### config.mk
export PLATFORM = sky130hd
export DESIGN_NAME = can_rec_arbiter
export DESIGN_NICKNAME = d
export VERILOG_FILES = /design/src/rtl/mopshub_arb_pkg.sv /design/src/rtl/rr_priority_pick.sv /design/src/rtl/can_rec_arbiter.sv
export SDC_FILE = /design/constraint.sdc
export NUM_CORES = 1
export LEC_CHECK = 0
export ABC_CLOCK_PERIOD_IN_PS = 19100
export BUFFER_PORTS_ARGS = -buffer_cell sky130_fd_sc_hd__buf_2
export CAP_MARGIN = 30
export CORE_MARGIN = 2
export CORE_UTILIZATION = 55
export DETAILED_ROUTE_END_ITERATION = 16
export PLACE_DENSITY_LB_ADDON = 0.12
export SETUP_SLACK_MARGIN = 0.2
export SLEW_MARGIN = 20
export SYNTH_ARGS = -nofsm -noshare
export SYNTH_HDL_FRONTEND = slang
export SYNTH_SLANG_ARGS = --single-unit
### constraint.sdc
create_clock -name clk -period 19.1 [get_ports clk]
set_clock_uncertainty 0.1 [all_clocks]
set_input_delay 1.91 -clock clk [delete_from_list [all_inputs] [get_ports clk]]
set_output_delay 1.91 -clock clk [all_outputs]
set_load 0.1 [all_outputs]
### src/rtl/mopshub_arb_pkg.sv
// ============================================================================
// Module  : mopshub_arb_pkg
// Purpose : Shared types and constants for the MOPSHUB CAN receive arbiter.
// Revision: 1.0 - initial release
// ============================================================================
`default_nettype none

package mopshub_arb_pkg;

    localparam int          N_BUS       = 32;
    localparam int          SEL_W       = 5;
    localparam logic [15:0] TIMEOUT_DEF = 16'd4000;

    typedef enum logic [2:0] {
        ST_IDLE      = 3'd0,
        ST_READ      = 3'd1,
        ST_WAIT_READ = 3'd2,
        ST_SEND      = 3'd3,
        ST_CLEAR     = 3'd4
    } arb_state_t;

endpackage

`default_nettype wire

### src/rtl/rr_priority_pick.sv
// ============================================================================
// Module  : rr_priority_pick
// Purpose : Combinational round-robin search over a request mask, starting at
//           next_ptr and wrapping through index 0.
// Revision: 1.0 - initial release
// ============================================================================
`default_nettype none

module rr_priority_pick
    import mopshub_arb_pkg::*;
#(
    parameter int P_N_BUS = N_BUS,
    parameter int P_SEL_W = SEL_W
) (
    input  logic [P_N_BUS-1:0] mask,
    input  logic [P_SEL_W-1:0] next_ptr,
    input  logic [P_SEL_W-1:0] n_buses,
    output logic               found,
    output logic [P_SEL_W-1:0] index
);

    // First set mask bit at or after the start point, in circular order
    always_comb begin
        logic [P_SEL_W-1:0] start;
        logic [P_SEL_W-1:0] idx;
        // A stale pointer beyond the active range restarts the search at 0
        start = (next_ptr > n_buses) ? '0 : next_ptr;
        idx   = '0;
        found = 1'b0;
        index = '0;
        for (int i = 0; i < P_N_BUS; i++) begin
            idx = start + P_SEL_W'(i);
            if (!found && mask[idx]) begin
                found = 1'b1;
                index = idx;
            end
        end
    end

endmodule

`default_nettype wire

### src/rtl/can_rec_arbiter.sv
// ============================================================================
// Module  : can_rec_arbiter
// Purpose : Round-robin receive scheduler for the MOPSHUB CAN buses. Grants the
//           shared receive path, sequences read / uplink hand-off / clear and
//           aborts stalled transactions.
// Revision: 1.0 - initial release
// ============================================================================
`default_nettype none

module can_rec_arbiter
    import mopshub_arb_pkg::*;
#(
    parameter int          P_N_BUS = N_BUS,
    parameter int          P_SEL_W = SEL_W,
    parameter logic [15:0] TIMEOUT = TIMEOUT_DEF
) (
    input  logic               clk,
    input  logic               rst,
    input  logic               enable,
    input  logic [P_SEL_W-1:0] n_buses,
    input  logic [P_N_BUS-1:0] irq_can_rec,
    input  logic               read_done,
    input  logic               uplink_ack,
    output logic [P_SEL_W-1:0] can_rec_select,
    output logic               start_read,
    output logic               uplink_req,
    output logic [P_N_BUS-1:0] irq_clear,
    output logic               busy,
    output logic               timeout_err,
    output logic [7:0]         err_cnt
);

    arb_state_t         state_q, state_d;
    logic [P_SEL_W-1:0] sel_q, sel_d;
    logic [P_SEL_W-1:0] ptr_q, ptr_d;
    logic [15:0]        cnt_q, cnt_d;
    logic [7:0]         err_q, err_d;

    logic [P_N_BUS-1:0] w_mask;
    logic               w_found;
    logic [P_SEL_W-1:0] w_pick;
    logic               w_expire;
    logic               w_abort;

    // Requests above the highest active bus index never take part
    always_comb begin
        w_mask = '0;
        for (int i = 0; i < P_N_BUS; i++) begin
            w_mask[i] = irq_can_rec[i] && (P_SEL_W'(i) <= n_buses);
        end
    end

    rr_priority_pick #(
        .P_N_BUS (P_N_BUS),
        .P_SEL_W (P_SEL_W)
    ) u_pick (
        .mask     (w_mask),
        .next_ptr (ptr_q),
        .n_buses  (n_buses),
        .found    (w_found),
        .index    (w_pick)
    );

    // Done / ack take priority over an expiry landing in the same cycle
    assign w_expire = (cnt_q == (TIMEOUT - 16'd1));
    assign w_abort  = w_expire &&
                      (((state_q == ST_WAIT_READ) && !read_done) ||
                       ((state_q == ST_SEND) && !uplink_ack));

    // State register and datapath flops
    always_ff @(posedge clk or posedge rst) begin
        if (rst) begin
            state_q <= ST_IDLE;
            sel_q   <= '0;
            ptr_q   <= '0;
            cnt_q   <= '0;
            err_q   <= '0;
        end else begin
            state_q <= state_d;
            sel_q   <= sel_d;
            ptr_q   <= ptr_d;
            cnt_q   <= cnt_d;
            err_q   <= err_d;
        end
    end

    // Next-state, timeout counter, round-robin pointer and error counter
    always_comb begin
        state_d = state_q;
        sel_d   = sel_q;
        ptr_d   = ptr_q;
        cnt_d   = cnt_q;
        err_d   = err_q;
        unique case (state_q)
            ST_IDLE: begin
                if (enable && w_found) begin
                    sel_d   = w_pick;
                    // The pointer only matters back in IDLE, so it can advance at grant
                    ptr_d   = (w_pick == n_buses) ? '0 : w_pick + 1'b1;
                    state_d = ST_READ;
                end
            end
            ST_READ: begin
                cnt_d   = '0;
                state_d = ST_WAIT_READ;
            end
            ST_WAIT_READ: begin
                if (read_done) begin
                    cnt_d   = '0;
                    state_d = ST_SEND;
                end else if (w_expire) begin
                    state_d = ST_IDLE;
                end else begin
                    cnt_d = cnt_q + 16'd1;
                end
            end
            ST_SEND: begin
                if (uplink_ack) begin
                    state_d = ST_CLEAR;
                end else if (w_expire) begin
                    state_d = ST_IDLE;
                end else begin
                    cnt_d = cnt_q + 16'd1;
                end
            end
            ST_CLEAR: begin
                state_d = ST_IDLE;
            end
            default: begin
                state_d = ST_IDLE;
            end
        endcase
        if (w_abort && (err_q != 8'hFF)) begin
            err_d = err_q + 8'd1;
        end
    end

    // Outputs decode from state so reset clears them without waiting for a clock
    always_comb begin
        can_rec_select = sel_q;
        start_read     = (state_q == ST_READ);
        uplink_req     = (state_q == ST_SEND);
        busy           = (state_q != ST_IDLE);
        timeout_err    = w_abort;
        err_cnt        = err_q;
        irq_clear      = '0;
        if (state_q == ST_CLEAR) begin
            irq_clear = {{(P_N_BUS-1){1'b0}}, 1'b1} << sel_q;
        end
    end

endmodule

`default_nettype wire

==> results of run 1 <==
[state kept, by name, summed over array words and instances, names as in the netlist]
register,count
err_cnt,8
cnt_q,16
state_q,3
ptr_q,5
can_rec_select,5
[synthesized netlist by cell type (22+ instances only)]
cell type  number
inv_1          22
nor2_1        147
nand3_1        63
dfrtp_1        37
clkbuf_1       45
o22ai_1        25
o21ai_0        68
mux2i_1        28
nand4_1        30
o211ai_1       41
buf_2          26
and2_1         23
o2111ai_1      22
and3_1         30
nor3_1         45
nand2_1       158
a211oi_1       25
a21oi_1        68
xnor2_1        30
[layer usage]
layer  vias to the layer above  part of all wire [%]  routed length [um]
li1                       5536                     -                   -
met1                      6028                    36               16800
met5                         -                     0                   0
met2                      1089                    42               19500
met3                       264                    14                6430
met4                         0                   8.4                3930
[kinds of logic after synthesis]
logic type / count (synthesis) / synth area share (%)
AOI/OAI and AO/OA: 513 / 39.1
xor gates and xnor gates: 43 / 3.80
adders and majority gates: 20 / 2.53
buffers and inverters: 117 / 5.71
DFF: 37 / 9.35
muxes: 59 / 8.06
and+or+nand+nor: 609 / 31.4
[path summary, 6_finish.rpt]
check / endpoint / slack [ns] / cells after the start / startpoint
setup / recovery: ptr_q[4]$_DFFE_PP0P_ / 8.06 / 27 / n_buses[1]
hold / removal: err_cnt[7]$_DFFE_PP0P_ / 0.39 / 1 / err_cnt[7]$_DFFE_PP0P_
setup reg to reg: ptr_q[4]$_DFFE_PP0P_ / 9.63 / 25 / ptr_q[2]$_DFFE_PP0P_
hold reg to reg: err_cnt[7]$_DFFE_PP0P_ / 0.39 / 1 / err_cnt[7]$_DFFE_PP0P_
max in group asynchronous: ptr_q[0]$_DFFE_PP0P_ / 16.91 / 3 / rst
min in group asynchronous: cnt_q[2]$_DFFE_PP0P_ / 1.63 / 3 / rst
[layout make-up]
class,instances,area (um^2)
clock inverter,1,8.76
inverter,28,105
sequential,37,927
multi-input combinational,1244,8410
fill,1704,7330
timing repair buffer,112,616
clock buffer,7,153
tap,229,287
[metrics by stage]
step / std cells / hold slack, ns
global placement: 1648 / 0.371
floorplan: 1398 / 0.382
finish: 1658 / 0.394
detailed placement: 1648 / 0.379
CTS: 1656 / 0.396
global route: 1658 / 0.409
==> impl_metrics.yaml, run 1 <==
status:
  run_status: "complete, no violations"
timing:
  period_needed_ns: 11.04
  maxSlewHeadroom_pct: 27.4
  fmax_mhz: 90.6
  min_period_over_period_pct: 57.8
  finalSetupViolCount: 0
  tightest_slew_ns: 1.08
  finalHoldViolCount: 0
  rsz0062_at_grt: "false"
  tns_ns: 0
  postLayoutSetupSlackWorst_ns: 8.06
  maxSlewViolCount: 0
global_route:
  grt_pass1_vias: 11968
  grt_max_degree: 72
  use_met2_pct: 71.2
  antenna_found_initial: 0
  grt_usage_pct: 46.8
  grt.overflow.total: 0
  top_usage_layer: "met2"
  met3_usage_pct: 11.3
  met1_usage_pct: 60.0
  grt_pass1_wl_um: 70800
logic_synthesis:
  async_flop_share_pct: 100
  synth.net_count: 1460
  ys.flop_type: "dfrtp_1"
  netlist_instances: 1398
  yosysUniqueCellTypes: 114
  synth_seq_cells: 37
  postSynthAreaPerCell_um2: 7.08
  synth_area_leaders: "dfrtp_1, nand2_1, nor2_1, a21oi_1, o21ai_0"
  synth_edf_count: 0
  yosysSeqAreaShare_pct: 9.35
  synth_warnings: 0
  yosys.area.top_type_share_pct: 9.35
  synth_top_area_cell: "dfrtp_1"
  netlist_area_um2: 9900
final_layout:
  final_common_cell: "nand2_1"
  final_cell_area_um2: 10500
  fin_util_pct: 58.9
  antenna_cells: 0
  drive_above_1_share_pct: 15.7
  syn_to_final_growth_pct: 6.14
  nets: 1490
  layout_common_cells: "nand2_1, nor2_1, buf_2"
floorplan:
  coreArea_um2: 17800
  die_w_um: 138
  ios: 91
  dieArea_um2: 19100
  die_y_um: 138
  num_rows: 49
  start_util_pct: 55.5
worst_setup_path:
  slowest_stage: "nor3_4"
  worstSetupPathType: "in2reg"
  worst_setup_path_end_kind: "flop"
  arrival_ns: 11.13
  startpoint_type: "primary input"
  required_ns: 19.20
  crit_fanout: 53
  crit_family: "simple AND/OR/NAND/NOR gates"
  cpPeakStageDelay_ns: 0.69
  path_buf_inv: 4
  crit_top_cell: "ha_1"
clocking:
  htreeDepth: 2
  post_cts_resize_count: 0
  ctsLongestPathBuffers: 2
  cts_root_buffer: "clkbuf_16"
  ctsHoldBuffers: 0
  cts_tree: "done"
  post-cts-setup-buffers: 0
  numCtsBuffers: 5
  cts_sinks: 37
  clock_latency_ns: 0.28
  path_clk_slew_ns: 0.06
route:
  drt_wl_total_um: 46700
  final_antenna_net_count: 0
  first_iter_violations: 2171
  route.detailed.wl_per_inst_um: 28.1
  firstDrtPassIters: 7
  vias_per_cell: 7.79
  vias: 12917
  drc_errors: 0
placement:
  post-place-ws_ns: 8.16
  portBuffers: 90
  dpl_cell_area_um2: 10300
  gp_congestion: 1.09
  hpwlAfterDp_um: 36200
flow_run:
  cap_violations: 0
min_path:
  min_path_type: "reg2reg"
Power of run 1 is left out: the tool's default activity adds up to more than one toggle a clock period on the data nets, which glitch-free logic cannot reach.
==> run 2: changes to the inputs <==
ABC_CLOCK_PERIOD_IN_PS = 9250   (was 19100)
clock period = 9.25 ns   (was 19.1 ns; I/O delays follow)
==> run 2 against run 1 <==
Compared with the run above:
- first-iteration DRC count up 15%
- critical path depth down 4
- cell count up 1.2%
- non-clock buffer count up 20
- sequential share of layout area down 0.13 points
- critical path type unchanged
==> impl_metrics.yaml, run 2 (same netlist as run 1, synthesis figures left out) <==
route:
  route.detailed.wl_per_inst_um: 27.8
  drc_errors: 0
  vias_per_cell: 7.73
  vias: 12963
  first_iter_violations: 2497
  firstDrtPassIters: 6
  drt_wl_total_um: 46600
  final_antenna_net_count: 0
floorplan:
  die_w_um: 138
  num_rows: 49
  die_y_um: 138
  start_util_pct: 55.5
  coreArea_um2: 17800
  dieArea_um2: 19100
  ios: 91
timing:
  maxSlewHeadroom_pct: 31.2
  hold-worst-slack_ns: 0.386
  fmax_mhz: 114
  tightest_slew_ns: 1.02
  period_needed_ns: 8.74
  maxSlewViolCount: 0
  min_period_over_period_pct: 94.5
  finalSetupViolCount: 0
  rsz0062_at_grt: "false"
  finalHoldViolCount: 0
  tns_ns: 0
clocking:
  cts_sinks: 37
  cts_tree: "done"
  ctsHoldBuffers: 0
  cts_root_buffer: "clkbuf_16"
  path_clk_slew_ns: 0.06
  htreeDepth: 2
  clock_latency_ns: 0.28
  ctsLongestPathBuffers: 2
  numCtsBuffers: 5
worst_setup_path:
  worstSetupPathType: "in2reg"
  crit_fanout: 31
  crit_cells: 23
  crit_family: "compound AO/OA/AOI/OAI gates"
  rrSetupSlack_ns: 1.08
  cpPeakStageDelay_ns: 0.68
  crit_chain: "buf_2 > inv_1 > ha_1 > and2_1 > a2bb2oi_4 > o21ai_4 > nand2_1 > clkinv_1 > ha_1 > nor2_1 > a21o_1 > mux4_2 > or2_2 > nand2_1 > nor4b_1 > a22oi_1 > o31ai_1 > or4b_2 > o21ai_1 > a21oi_1 > ha_1 > xnor2_1 > a211oi_2"
  arrival_ns: 8.84
  timing.rr.start: "ptr_q[3]$_DFFE_PP0P_"
  crit_top_cell: "ha_1"
  crit_start: "n_buses[4]"
  slowest_stage: "or4b_2"
  crit_end: "ptr_q[2]$_DFFE_PP0P_"
  path_buf_inv: 3
  worst_setup_path_end_kind: "flop"
  required_ns: 9.35
  r2r_cells: 21
  timing.rr.end: "ptr_q[2]$_DFFE_PP0P_"
  startpoint_type: "primary input"
global_route:
  grt_pass1_wl_um: 70200
  grt_max_degree: 62
  grt_usage_pct: 46.5
  antenna_found_initial: 2
  grt.overflow.total: 0
  grt_pass1_vias: 11723
final_layout:
  fillerInstances: 1666
  top_register: "cnt_q"
  syn_to_final_growth_pct: 7.75
  antenna_cells: 0
  final_common_cell: "nand2_1"
  layout_common_cells: "nand2_1, nor2_1, buf_2"
  nets: 1510
  final_cell_count_no_fill: 1678
  drive_above_1_share_pct: 16.8
  largest_reg_flops: 16
  final_cell_area_um2: 10700
status:
  run_status: "complete, no violations"
min_path:
  min_path_type: "reg2reg"
  hold_start: "err_cnt[6]$_DFFE_PP0P_"
placement:
  dpl_cell_area_um2: 10500
  hpwlAfterDp_um: 35600
  gp_congestion: 1.16
  place_inst: 1668
  portBuffers: 90
flow_run:
  cap_violations: 0
[run 2: cell type report]
class / count / area, um^2 / area share, %
Multi-Input combinational cell: 1244 / 8420 / 78.9
Clock buffer: 7 / 143 / 1.34
Sequential cell: 37 / 927 / 8.69
Clock inverter: 1 / 30.0 / 0.281
Tap cell: 229 / 287 / 2.69
Inverter: 28 / 105 / 0.985
Timing Repair Buffer: 132 / 761 / 7.13
[run 2: how the worst min path moves through the flow]
stage | endpoint | slack [ns] | cells past startpoint
floorplan | cnt_q[5]$_DFFE_PP0P_ | 0.38 | 1
global placement | err_cnt[6]$_DFFE_PP0P_ | 0.37 | 1
detailed placement | err_cnt[6]$_DFFE_PP0P_ | 0.37 | 1
CTS | err_cnt[6]$_DFFE_PP0P_ | 0.39 | 1
global route | err_cnt[4]$_DFFE_PP0P_ | 0.41 | 1
finish | err_cnt[6]$_DFFE_PP0P_ | 0.39 | 1
[run 2: worst register-to-register path, cell delays in order (launching register included)]
cell	delay, ns
dfrtp_1	0.85
ha_1	0.39
and2_1	0.26
a2bb2oi_4	0.36
o21ai_4	0.24
nand2_1	0.29
clkinv_1	0.20
ha_1	0.30
nor2_1	0.22
a21o_1	0.58
mux4_2	0.63
or2_2	0.37
nand2_1	0.40
nor4b_1	0.22
a22oi_1	0.48
o31ai_1	0.15
or4b_2	0.68
o21ai_1	0.43
a21oi_1	0.25
ha_1	0.29
xnor2_1	0.16
a211oi_2	0.25
[run 2: repair_timing]
action / 4_1_cts / 5_1_grt
gates resized for setup: 0 / 1
buffers inserted: 0 / 0
setup endpoints to repair: 0 / 2
[run 2: routing by layer]
metal	track usage [%]	up-vias	part of all wire, %
li1	-	5584	-
met2	72.0	1127	43
met3	10.5	272	14
met1	60.0	5976	36
met5	0	-	0.067
met4	26.4	4	7.5
[run 2: through the flow]
step / util [%] / setup WS (ns)
after floorplan: - / 1.22
after global placement: 58.7 / 0.682
after detailed placement: 58.7 / 0.569
after CTS: 59.7 / 0.834
after global routing: 59.8 / 0.207
final: 59.8 / 0.509
Power of run 2 is left out for the same reason.
==> run 3: changes to the inputs <==
--- a/config.mk
+++ b/config.mk
@@ -8,5 +8,5 @@
 export ABC_CLOCK_PERIOD_IN_PS = 9250
 export BUFFER_PORTS_ARGS = -buffer_cell sky130_fd_sc_hd__buf_2
-export CAP_MARGIN = 30
+export CAP_MARGIN = 20
 export CORE_MARGIN = 2
 export CORE_UTILIZATION = 55
==> constraint.sdc (replaced) <==
create_clock -name clk -period 9.25 [get_ports clk]
set_clock_uncertainty 0.1 [all_clocks]
set_input_delay 2.3125 -clock clk [delete_from_list [all_inputs] [get_ports clk]]
set_output_delay 2.3125 -clock clk [all_outputs]
set_load 0.1 [all_outputs]
==> run 3 against run 2 <==
Compared with the run above:
- count of clock-buffer cells in the layout down 2
- worst setup slack got worse by 0.076 ns
- first-iteration DRC count increased by 12%
- register-to-register slack better by 0.65 ns
- hold slack improved by 0.0025 ns
- maximum frequency is 0.86% lower
- largest cell class unchanged
- highest routed layer is now met4
==> impl_metrics.yaml, run 3 (same netlist as run 1, synthesis figures left out) <==
floorplan:
  coreArea_um2: 17800
  num_rows: 49
  ios: 91
  start_util_pct: 55.5
  die_y_um: 138
  die_w_um: 138
  dieArea_um2: 19100
timing:
  maxSlewViolCount: 0
  finalSetupViolCount: 0
  rsz0062_at_grt: "false"
  finalHoldViolCount: 0
  tns_ns: 0
  period_needed_ns: 8.82
  tightest_slew_ns: 1.11
  maxSlewHeadroom_pct: 24.8
  min_period_over_period_pct: 95.3
  fmax_mhz: 113
worst_setup_path:
  arrival_ns: 8.84
  slowest_stage: "a211oi_1"
  worstSetupPathType: "in2reg"
  crit_fanout: 14
  worst_setup_path_end_kind: "flop"
  cpPeakStageDelay_ns: 0.66
  required_ns: 9.27
  startpoint_type: "primary input"
global_route:
  grt_max_degree: 71
  grt_usage_pct: 45.3
  grt.overflow.total: 0
  grt_pass1_vias: 11747
  antenna_found_initial: 0
  grt_pass1_wl_um: 68700
route:
  vias: 13088
  drc_errors: 0
  firstDrtPassIters: 7
  vias_per_cell: 7.66
  first_iter_violations: 2791
  drt_wl_total_um: 45600
  final_antenna_net_count: 0
  route.detailed.wl_per_inst_um: 26.7
final_layout:
  drive_above_1_share_pct: 19.2
  antenna_cells: 0
  final_common_cell: "nand2_1"
  largest_reg_flops: 16
  syn_to_final_growth_pct: 11.1
  fillerInstances: 1680
  seq_area_um2: 927
  top_register: "cnt_q"
  nets: 1541
  layout_common_cells: "nand2_1, nor2_1, buf_2"
  multi_input_area_um2: 8510
clocking:
  clock_latency_ns: 0.28
  numCtsBuffers: 5
  cts_tree: "done"
  ctsLongestPathBuffers: 2
  path_clk_slew_ns: 0.06
  cts_sinks: 37
  ctsHoldBuffers: 0
  cts_root_buffer: "clkbuf_16"
  htreeDepth: 2
flow_run:
  cap_violations: 0
status:
  run_status: "complete, no violations"
placement:
  gp_congestion: 1.15
  portBuffers: 90
  hpwlAfterDp_um: 34900
min_path:
  min_path_type: "reg2reg"
-- run 3: changes by cell type in the layout (fill, tap and decap cells not counted), moves of 2 or more --
cell | before | now
buf_4 | 40 | 71
clkinv_2 | 0 | 2
nand2_1 | 158 | 156
nand2_2 | 2 | 4
nor3_1 | 45 | 42
nor3_2 | 1 | 3
-- run 3: repair_timing --
action	4_1_cts	5_1_grt
setup endpoints to repair	0	7
gates resized for setup	0	15
buffers inserted	0	11
-- run 3: layout make-up --
| type | instances | share of cell area, % |
|---|---|---|
| multi-input cells | 1245 | 77.3 |
| flip-flops and latches | 37 | 8.43 |
| well taps | 229 | 2.60 |
| clock inverters | 3 | 0.398 |
| repair buffers | 162 | 9.12 |
| clock buffers | 5 | 1.14 |
| inverters | 28 | 0.967 |
-- run 3: critical path: cells and delay by family --
kind / cells / cell delay [ns]
xor+xnor: 1 / 0.19
buf+inv: 5 / 0.70
simple gates: 10 / 2.85
fa+ha+maj: 2 / 0.66
compound gates: 8 / 2.12
-- run 3: per-stage QoR --
step                      setup slack [ns]  util, %  area [um^2]  hold slack, ns  instances
after floorplan                      0.217        -         9910           0.382       1398
after global placement               0.303     59.7        10700           0.370       1689
after detailed placement            0.0329     59.7        10700           0.380       1689
after CTS                            0.312     60.7        10800           0.390       1697
after global routing                 0.229     61.7        11000           0.418       1709
final                                0.433     61.7        11000           0.389       1709
-- run 3: final timing paths --
kind,from,endpoint,slack (ns),depth (start not counted)
hold reg to reg,err_cnt[6]$_DFFE_PP0P_,err_cnt[6]$_DFFE_PP0P_,0.39,1
setup / recovery,n_buses[4],ptr_q[3]$_DFFE_PP0P_,0.43,26
setup reg to reg,ptr_q[4]$_DFFE_PP0P_,ptr_q[3]$_DFFE_PP0P_,1.73,24
hold / removal,err_cnt[6]$_DFFE_PP0P_,err_cnt[6]$_DFFE_PP0P_,0.39,1
max in group asynchronous,rst,ptr_q[0]$_DFFE_PP0P_,6.67,3
min in group asynchronous,rst,err_cnt[3]$_DFFE_PP0P_,2.03,3
-- run 3: per-layer routing --
metal / GRT usage (%) / routed length (um) / vias to the layer above
li1: - / - / 5657
met4: 25.7 / 3420 / 0
met3: 11.7 / 6230 / 273
met5: 0 / 0 / -
met1: 58.5 / 16600 / 5990
met2: 69.0 / 19300 / 1168
Power of run 3 is left out for the same reason.
